**src/rtl/elevator_motion_ctrl.sv**
```systemverilog
// Elevator car motion controller: owns the car floor and sequences travel, arrival and door service.
// Defining ELEVATOR_DOOR_HOLD_EN adds a door_hold input that keeps the door open while asserted.
module elevator_motion_ctrl #(
  parameter int MOVE_CYCLES = 4,
  parameter int DOOR_CYCLES = 6
) (
  input  logic       clk,
  input  logic       rst_n,
  input  logic [7:0] floor_req,
  input  logic       up_available_open,
  input  logic       down_available_open,
`ifdef ELEVATOR_DOOR_HOLD_EN
  input  logic       door_hold,
`endif
  output logic [2:0] floor,
  output logic       door_open,
  output logic       moving,
  output logic       dir_up,
  output logic [7:0] clear_req
);

  localparam int MAX_CYCLES = (MOVE_CYCLES > DOOR_CYCLES) ? MOVE_CYCLES : DOOR_CYCLES;
  localparam int TW = $clog2(MAX_CYCLES + 1);
  localparam logic [TW-1:0] MOVE_LOAD = TW'(MOVE_CYCLES - 1);
  localparam logic [TW-1:0] DOOR_LOAD = TW'(DOOR_CYCLES - 1);
  localparam logic [TW-1:0] ONE = TW'(1);

  typedef enum logic [2:0] {IDLE, MOVE_UP, MOVE_DOWN, ARRIVE, DOOR_OPEN} state_e;

  state_e        r_state, w_nextState;
  logic [2:0]    r_floor, w_nextFloor;
  logic          r_dirUp, w_nextDirUp;
  logic [7:0]    r_clearReq, w_nextClearReq;
  logic [TW-1:0] r_moveTmr, w_nextMoveTmr;
  logic [TW-1:0] r_doorTmr, w_nextDoorTmr;
  logic          w_hereReq, w_upOk, w_downOk, w_pickUp, w_pickDown, w_hold;
  logic          w_goDoor, w_goUp, w_goDown;

  // Direction choice shared by IDLE, ARRIVE and door close; keeps going in dir_up when both sides wait.
  assign w_hereReq  = floor_req[r_floor];
  assign w_upOk     = up_available_open && (r_floor != 3'd7);
  assign w_downOk   = down_available_open && (r_floor != 3'd0);
  assign w_pickUp   = w_upOk && (r_dirUp || !w_downOk);
  assign w_pickDown = w_downOk && (!r_dirUp || !w_upOk);

`ifdef ELEVATOR_DOOR_HOLD_EN
  assign w_hold = door_hold;
`else
  assign w_hold = 1'b0;
`endif

  always_comb begin
    w_nextState    = r_state;
    w_nextFloor    = r_floor;
    w_nextDirUp    = r_dirUp;
    w_nextClearReq = 8'd0;
    w_nextMoveTmr  = r_moveTmr;
    w_nextDoorTmr  = r_doorTmr;
    w_goDoor       = 1'b0;
    w_goUp         = 1'b0;
    w_goDown       = 1'b0;

    case (r_state)
      IDLE, ARRIVE: begin
        if (w_hereReq)       w_goDoor = 1'b1;
        else if (w_pickUp)   w_goUp = 1'b1;
        else if (w_pickDown) w_goDown = 1'b1;
        else                 w_nextState = IDLE;
      end
      MOVE_UP: begin
        if (r_floor == 3'd7) begin
          w_nextState = IDLE;
        end else if (r_moveTmr == '0) begin
          w_nextFloor = r_floor + 3'd1;
          w_nextState = ARRIVE;
        end else begin
          w_nextMoveTmr = r_moveTmr - ONE;
        end
      end
      MOVE_DOWN: begin
        if (r_floor == 3'd0) begin
          w_nextState = IDLE;
        end else if (r_moveTmr == '0) begin
          w_nextFloor = r_floor - 3'd1;
          w_nextState = ARRIVE;
        end else begin
          w_nextMoveTmr = r_moveTmr - ONE;
        end
      end
      DOOR_OPEN: begin
        // A request still visible during a clear pulse is the one being cleared, not a new call.
        if (w_hereReq && (r_clearReq == 8'd0)) begin
          w_nextDoorTmr  = DOOR_LOAD;
          w_nextClearReq = 8'd1 << r_floor;
        end else if (w_hold) begin
          w_nextDoorTmr = DOOR_LOAD;
        end else if (r_doorTmr != '0) begin
          w_nextDoorTmr = r_doorTmr - ONE;
        end else if (w_pickUp) begin
          w_goUp = 1'b1;
        end else if (w_pickDown) begin
          w_goDown = 1'b1;
        end else begin
          w_nextState = IDLE;
        end
      end
      default: w_nextState = IDLE;
    endcase

    if (w_goDoor) begin
      w_nextState    = DOOR_OPEN;
      w_nextDoorTmr  = DOOR_LOAD;
      w_nextClearReq = 8'd1 << r_floor;
    end
    if (w_goUp) begin
      w_nextState   = MOVE_UP;
      w_nextMoveTmr = MOVE_LOAD;
      w_nextDirUp   = 1'b1;
    end
    if (w_goDown) begin
      w_nextState   = MOVE_DOWN;
      w_nextMoveTmr = MOVE_LOAD;
      w_nextDirUp   = 1'b0;
    end
  end

  always_ff @(posedge clk or negedge rst_n) begin
    if (!rst_n) begin
      r_state    <= IDLE;
      r_floor    <= 3'd0;
      r_dirUp    <= 1'b1;
      r_clearReq <= 8'd0;
      r_moveTmr  <= '0;
      r_doorTmr  <= '0;
    end else begin
      r_state    <= w_nextState;
      r_floor    <= w_nextFloor;
      r_dirUp    <= w_nextDirUp;
      r_clearReq <= w_nextClearReq;
      r_moveTmr  <= w_nextMoveTmr;
      r_doorTmr  <= w_nextDoorTmr;
    end
  end

  assign floor     = r_floor;
  assign dir_up    = r_dirUp;
  assign clear_req = r_clearReq;
  assign moving    = (r_state == MOVE_UP) || (r_state == MOVE_DOWN);
  assign door_open = (r_state == DOOR_OPEN);

endmodule

```
**config.mk**
```make
export PLATFORM = sky130hd
export DESIGN_NAME = elevator_motion_ctrl
export DESIGN_NICKNAME = d
export VERILOG_FILES = /design/src/rtl/elevator_motion_ctrl.sv
export SDC_FILE = /design/constraint.sdc
export NUM_CORES = 1
export LEC_CHECK = 0
export BUFFER_PORTS_ARGS = -buffer_cell sky130_fd_sc_hd__buf_2
export CORE_MARGIN = 2
export CORE_UTILIZATION = 58
export DETAILED_ROUTE_END_ITERATION = 10
export PLACE_DENSITY = 0.84
export SYNTH_ARGS = -nofsm -noshare
export SYNTH_HDL_FRONTEND = slang
export SYNTH_SLANG_ARGS = --single-unit
export TNS_END_PERCENT = 30
```
**constraint.sdc**
```tcl
create_clock -name clk -period 3.4 [get_ports clk]
set_clock_uncertainty 0.15 [all_clocks]
set_input_delay 0 -clock clk [delete_from_list [all_inputs] [get_ports clk]]
set_output_delay 0 -clock clk [all_outputs]
set_load 0.01 [all_outputs]
```
==> impl_metrics.ini, run 1 <==
[route]
vias = 1028
drc = 0
routed_wirelength_microns = 2610
antenna_left = 0
drt_iter0_drc = 20
drt_first_pass_iters = 4
vias_per_cell = 5.59
wl_per_cell_microns = 14.2

[pwr]
leakage_nw = 0.695
peakVddDrop_v = 0.000419
power_density_nw_per_um2 = 722

[timing]
slew_viol_final = 0
fin_crit_sh_pct = 69.3
hold_slack_ns = 0.0163
fin_tns_setup_ns = 0
rsz0062_at_grt = no
clock.fmax_mhz = 425
setup_viol = 0
hold_viol_final = 0
max_slew_margin_pct = 68.0
period_needed_ns = 2.36
tightest_slew_ns = 0.480

[synth]
synth_edf_count = 0
synthCells = 127
synth_cell_types = 42
yosysTopAreaCell = dfrtp_1
yosys_warnings = 0
syn_nets = 144
synth_area_sq_um = 1280
ys_top_cells_by_area = dfrtp_1, nor2_1, mux2_2, ha_1, nand2b_1
async_flop_share_pct = 100
synth_top_area_share_pct = 39.0
ys.flop_type = dfrtp_1
ys_ff_latch = 21
ys_seq_area_share_pct = 41.1
syn_area_per_cell_sq_um = 10.1

[floorplan]
io_pins = 26
start_util_pct = 59.7
num_rows = 17
dieArea_sq_um = 2600
coreArea_sq_um = 2150
die_w_microns = 51.0
die_y_microns = 51.0

[flow_run]
maxCapViolations = 0

[grt]
grt_pass1_vias = 1101
grt_max_degree = 22
globalRouteTotalUtil_pct = 23.1
grt_pass1_wl_microns = 4510
grt-ovfl-total = 0
antenna_found_initial = 0

[cells_and_area]
multi_input_area_sq_um = 712
diodes = 0
fin_nets = 174
mostFrequentLayoutCells = buf_2, dfrtp_1, nor2_1, nand2_1, nand2b_1
n_fill_cell = 167
drive_above_1_share_pct = 30.8
final-seq-area_sq_um = 527
syn_to_final_growth_pct = 15.3
post-route-util_pct = 68.8
mostFrequentLayoutCell = buf_2

[critical_path]
worst_r2r_endpoint = r_doorTmr[0]
cp.arrival_ns = 2.41
required_ns = 3.45
r2r_slack_ns = 1.04
cp-start-kind = flip-flop
end_kind = flip-flop
crit_path_end = r_doorTmr[0]
startpoint = floor[1]
path_class = flip-flop to flip-flop
worst_r2r_path_depth = 5
r2r-start = floor[1]
critical_path_peak_fanout = 14

[clock_tree]
cts_tree = built
path_clk_slew_ns = 0.12
htreeDepth = 1
post_cts.repair.setup_buffers = 0
clock_sinks = 21
cts_resized = 0
cts_max_path_buffers = 2
clockRootBuffer = clkbuf_4
clk_latency_ns = 0.30
numCtsBuffers = 3

[placement]
hpwl_microns = 1960
portBuffers = 25
gp_congestion = 0.826

[outcome]
status = complete, no violations

[hold_path]
hp-class = input pin to async pin
-- registers in the layout (all words and copies together) (netlist names) --
register	count
dir_up	1
r_state	3
clear_req	8
r_moveTmr	3
floor	3
r_doorTmr	3
-- kinds of logic (layout without fill, tap and decap cells) --
kind of cell | Yosys count | count (layout) | share of synthesized area [%]
and+or+nand+nor | 55 | 55 | 23.2
AOI/OAI and AO/OA | 25 | 25 | 16.7
DFF | 21 | 21 | 41.1
buffers and inverters | 9 | 38 | 3.41
muxes | 7 | 7 | 6.73
adders and majority gates | 5 | 5 | 5.46
xor gates and xnor gates | 5 | 5 | 3.42
-- worst min path at each step --
stage | end | cells past startpoint
2_1_floorplan | clear_req[0] | 0
3_3_place_gp | r_moveTmr[1] | 1
3_5_place_dp | r_moveTmr[1] | 1
4_1_cts | r_doorTmr[1] | 2
5_1_grt | r_doorTmr[1] | 2
6_report | r_moveTmr[2] | 2
-- through the flow --
step                      setup WS, ns  power (mW)  std cells  area, sq um
after floorplan                   1.29       0.818        127         1280
after global placement            1.18       0.916        177         1420
after detailed placement          1.08       0.943        177         1420
after CTS                         1.06        1.07        184         1480
after global routing             0.961        1.16        184         1480
final                             1.04        1.07        184         1480
-- metal layers --
layer | vias up | wire, microns | GRT usage [%]
li1 | 501 | - | -
met1 | 499 | 1170 | 28.7
met2 | 26 | 1290 | 39.4
met3 | 2 | 127 | 4.39
met4 | 0 | 14 | 9.01
met5 | - | 0 | 0
-- worst max-delay path, stage by stage (launching register included) --
cell and delay (ns):
dfrtp_1 0.66, mux2_2 0.42, o22ai_2 0.24, nor3_1 0.11
or3_4 0.41, mux2_2 0.26
-- power breakdown --
part | leakage, nW | total (mW) | internal, mW | switching (mW)
Combinational | 0.412 | 0.544 | 0.248 | 0.296
Sequential | 0.266 | 0.402 | 0.318 | 0.0839
Clock | 0.0177 | 0.122 | 0.0439 | 0.0778
Total | 0.695 | 1.07 | 0.610 | 0.458
-- cell type report --
cell class              count  share of cell area (%)
clock inverters             1                   0.338
multi-input cells          97                    48.1
flip-flops and latches     21                    35.6
repair buffers             28                    10.5
well taps                  28                    2.37
inverters                   6                    1.52
clock buffers               3                    1.52
-- synth_stat cells, types with 2 or more instances --
| library cell | instances |
|---|---|
| nand2_1 | 8 |
| xnor2_1 | 3 |
| or3_4 | 2 |
| ha_1 | 4 |
| inv_1 | 6 |
| or2_2 | 2 |
| o21ai_0 | 4 |
| nand2b_1 | 8 |
| xor2_1 | 2 |
| nor4_1 | 3 |
| nor3_1 | 4 |
| dfrtp_1 | 20 |
| mux2_4 | 2 |
| mux2_2 | 5 |
| o22ai_1 | 4 |
| o21bai_1 | 2 |
| o22ai_2 | 2 |
| nor2_1 | 16 |
| a21oi_1 | 3 |
| nor2b_1 | 4 |
| buf_2 | 2 |
-- repair_timing --
item,4_1_cts,5_1_grt
hold buffers,3,0
endpoints found under the hold margin,24,0
endpoints found under the setup margin,0,0
No activity file was read; power rests on OpenSTA's default activity.
==> run 2: changes to the inputs <==
CORE_UTILIZATION = 54   (was 58)
PLACE_DENSITY = 0.79   (was 0.84)
clock period = 2.2 ns   (was 3.4 ns; I/O delays follow)
==> run 2 against run 1 <==
Power rose by 60%. Final area rose by 2.8%. Fmax rose by 11%. Largest cell class unchanged. Highest routed layer unchanged.
==> impl_metrics.ini, run 2 (same netlist as run 1, synthesis figures left out) <==
[outcome]
status = complete, no violations

[clock_tree]
cts_tree = built
cts_max_path_buffers = 2
htreeDepth = 1
clk_latency_ns = 0.31
clockRootBuffer = clkbuf_4
path_clk_slew_ns = 0.12
numCtsBuffers = 3
clock_sinks = 21
post_cts.repair.setup_buffers = 0

[floorplan]
die_w_microns = 52.7
dieArea_sq_um = 2780
num_rows = 17
die_y_microns = 52.7
coreArea_sq_um = 2230
start_util_pct = 57.4
io_pins = 26

[critical_path]
required_ns = 2.26
path_class = flip-flop to flip-flop
critical_path_peak_fanout = 6
end_kind = flip-flop
cp.arrival_ns = 2.19
cp-start-kind = flip-flop

[route]
antenna_left = 0
drt_first_pass_iters = 4
wl_per_cell_microns = 14.4
vias = 1062
vias_per_cell = 5.62
routed_wirelength_microns = 2730
drt_iter0_drc = 14
drc = 0

[timing]
fin_tns_setup_ns = 0
setup_viol = 0
clock.fmax_mhz = 470
max_slew_margin_pct = 65.2
rsz0062_at_grt = no
slew_viol_final = 0
fin_crit_sh_pct = 96.6
period_needed_ns = 2.13
tightest_slew_ns = 0.518
hold_slack_ns = 0.0131
hold_viol_final = 0

[cells_and_area]
mostFrequentLayoutCell = buf_2
largest_register_ffs = 8
syn_to_final_growth_pct = 18.5
diodes = 0
mostFrequentLayoutCells = buf_2, dfrtp_1, nor2_1, nand2_1, nand2b_1
post-route-util_pct = 68.1
drive_above_1_share_pct = 34.2
fin_nets = 179

[placement]
portBuffers = 25
gp_congestion = 0.864
hpwl_microns = 2120

[grt]
antenna_found_initial = 0
globalRouteTotalUtil_pct = 23.5
grt_max_degree = 22
grt_pass1_vias = 1073
grt-ovfl-total = 0
grt_pass1_wl_microns = 4660

[flow_run]
maxCapViolations = 0

[pwr]
peakVddDrop_v = 0.000708
power_density_nw_per_um2 = 1120
leakage_nw = 0.719

[hold_path]
hp-class = input pin to async pin
[run 2: cell count changes in the layout (fill, tap and decap cells not counted), sizes merged]
cell,before,now
buf,25,31
clkbuf,3,4
clkinv,1,0
dlygate4sd3,3,2
[run 2: final timing paths]
| check | from | endpoint | slack, ns | cells past startpoint |
|---|---|---|---|---|
| setup / recovery | floor[1] | r_doorTmr[0] | 0.07 | 5 |
| hold reg to reg | r_moveTmr[0] | r_moveTmr[0] | 0.41 | 2 |
| max in group asynchronous | rst_n | dir_up | 1.54 | 2 |
| min in group clk | down_available_open | r_state[1] | 0.03 | 4 |
| setup reg to reg | floor[1] | r_doorTmr[0] | 0.07 | 5 |
| hold / removal | rst_n | clear_req[5] | 0.01 | 2 |
[run 2: layout make-up]
type / instances / area, sq um
Clock buffer: 4 / 26.3
Sequential cell: 21 / 528
Multi-Input combinational cell: 97 / 718
Timing Repair Buffer: 33 / 190
Tap cell: 28 / 35.0
Fill cell: 193 / 713
Inverter: 6 / 22.5
[run 2: per-stage QoR]
stage | std cells | power, mW | setup WS, ns | cell area [sq um]
floorplan | 127 | 1.26 | 0.0903 | 1280
global placement | 183 | 1.46 | 0.127 | 1470
detailed placement | 183 | 1.50 | 0.0864 | 1470
CTS | 189 | 1.70 | 0.0306 | 1510
global route | 189 | 1.86 | 0.00725 | 1520
finish | 189 | 1.71 | 0.0737 | 1520
[run 2: repair_timing]
item / 4_1_cts / 5_1_grt
gates resized for setup: 0 / 2
endpoints found under the setup margin: 0 / 3
endpoints found under the hold margin: 22 / 0
hold buffers: 2 / 0
[run 2: worst max-delay path: stages (launching register included)]
cell,delay (ns)
dfrtp_2,0.45
mux2_2,0.39
o22ai_1,0.26
nor4_2,0.12
or3_4,0.39
mux2_2,0.27
[run 2: power breakdown]
part / internal, mW / switching [mW]
combinational: 0.415 / 0.510
sequential: 0.494 / 0.0977
clock: 0.0707 / 0.120
[run 2: routing by layer]
metal	up-vias	global-route usage, %	share of wire, %
met1	521	26.6	41
met2	22	42.3	55
li1	513	-	-
met4	0	12.0	1.8
met3	6	3.14	2.9
met5	-	0	0
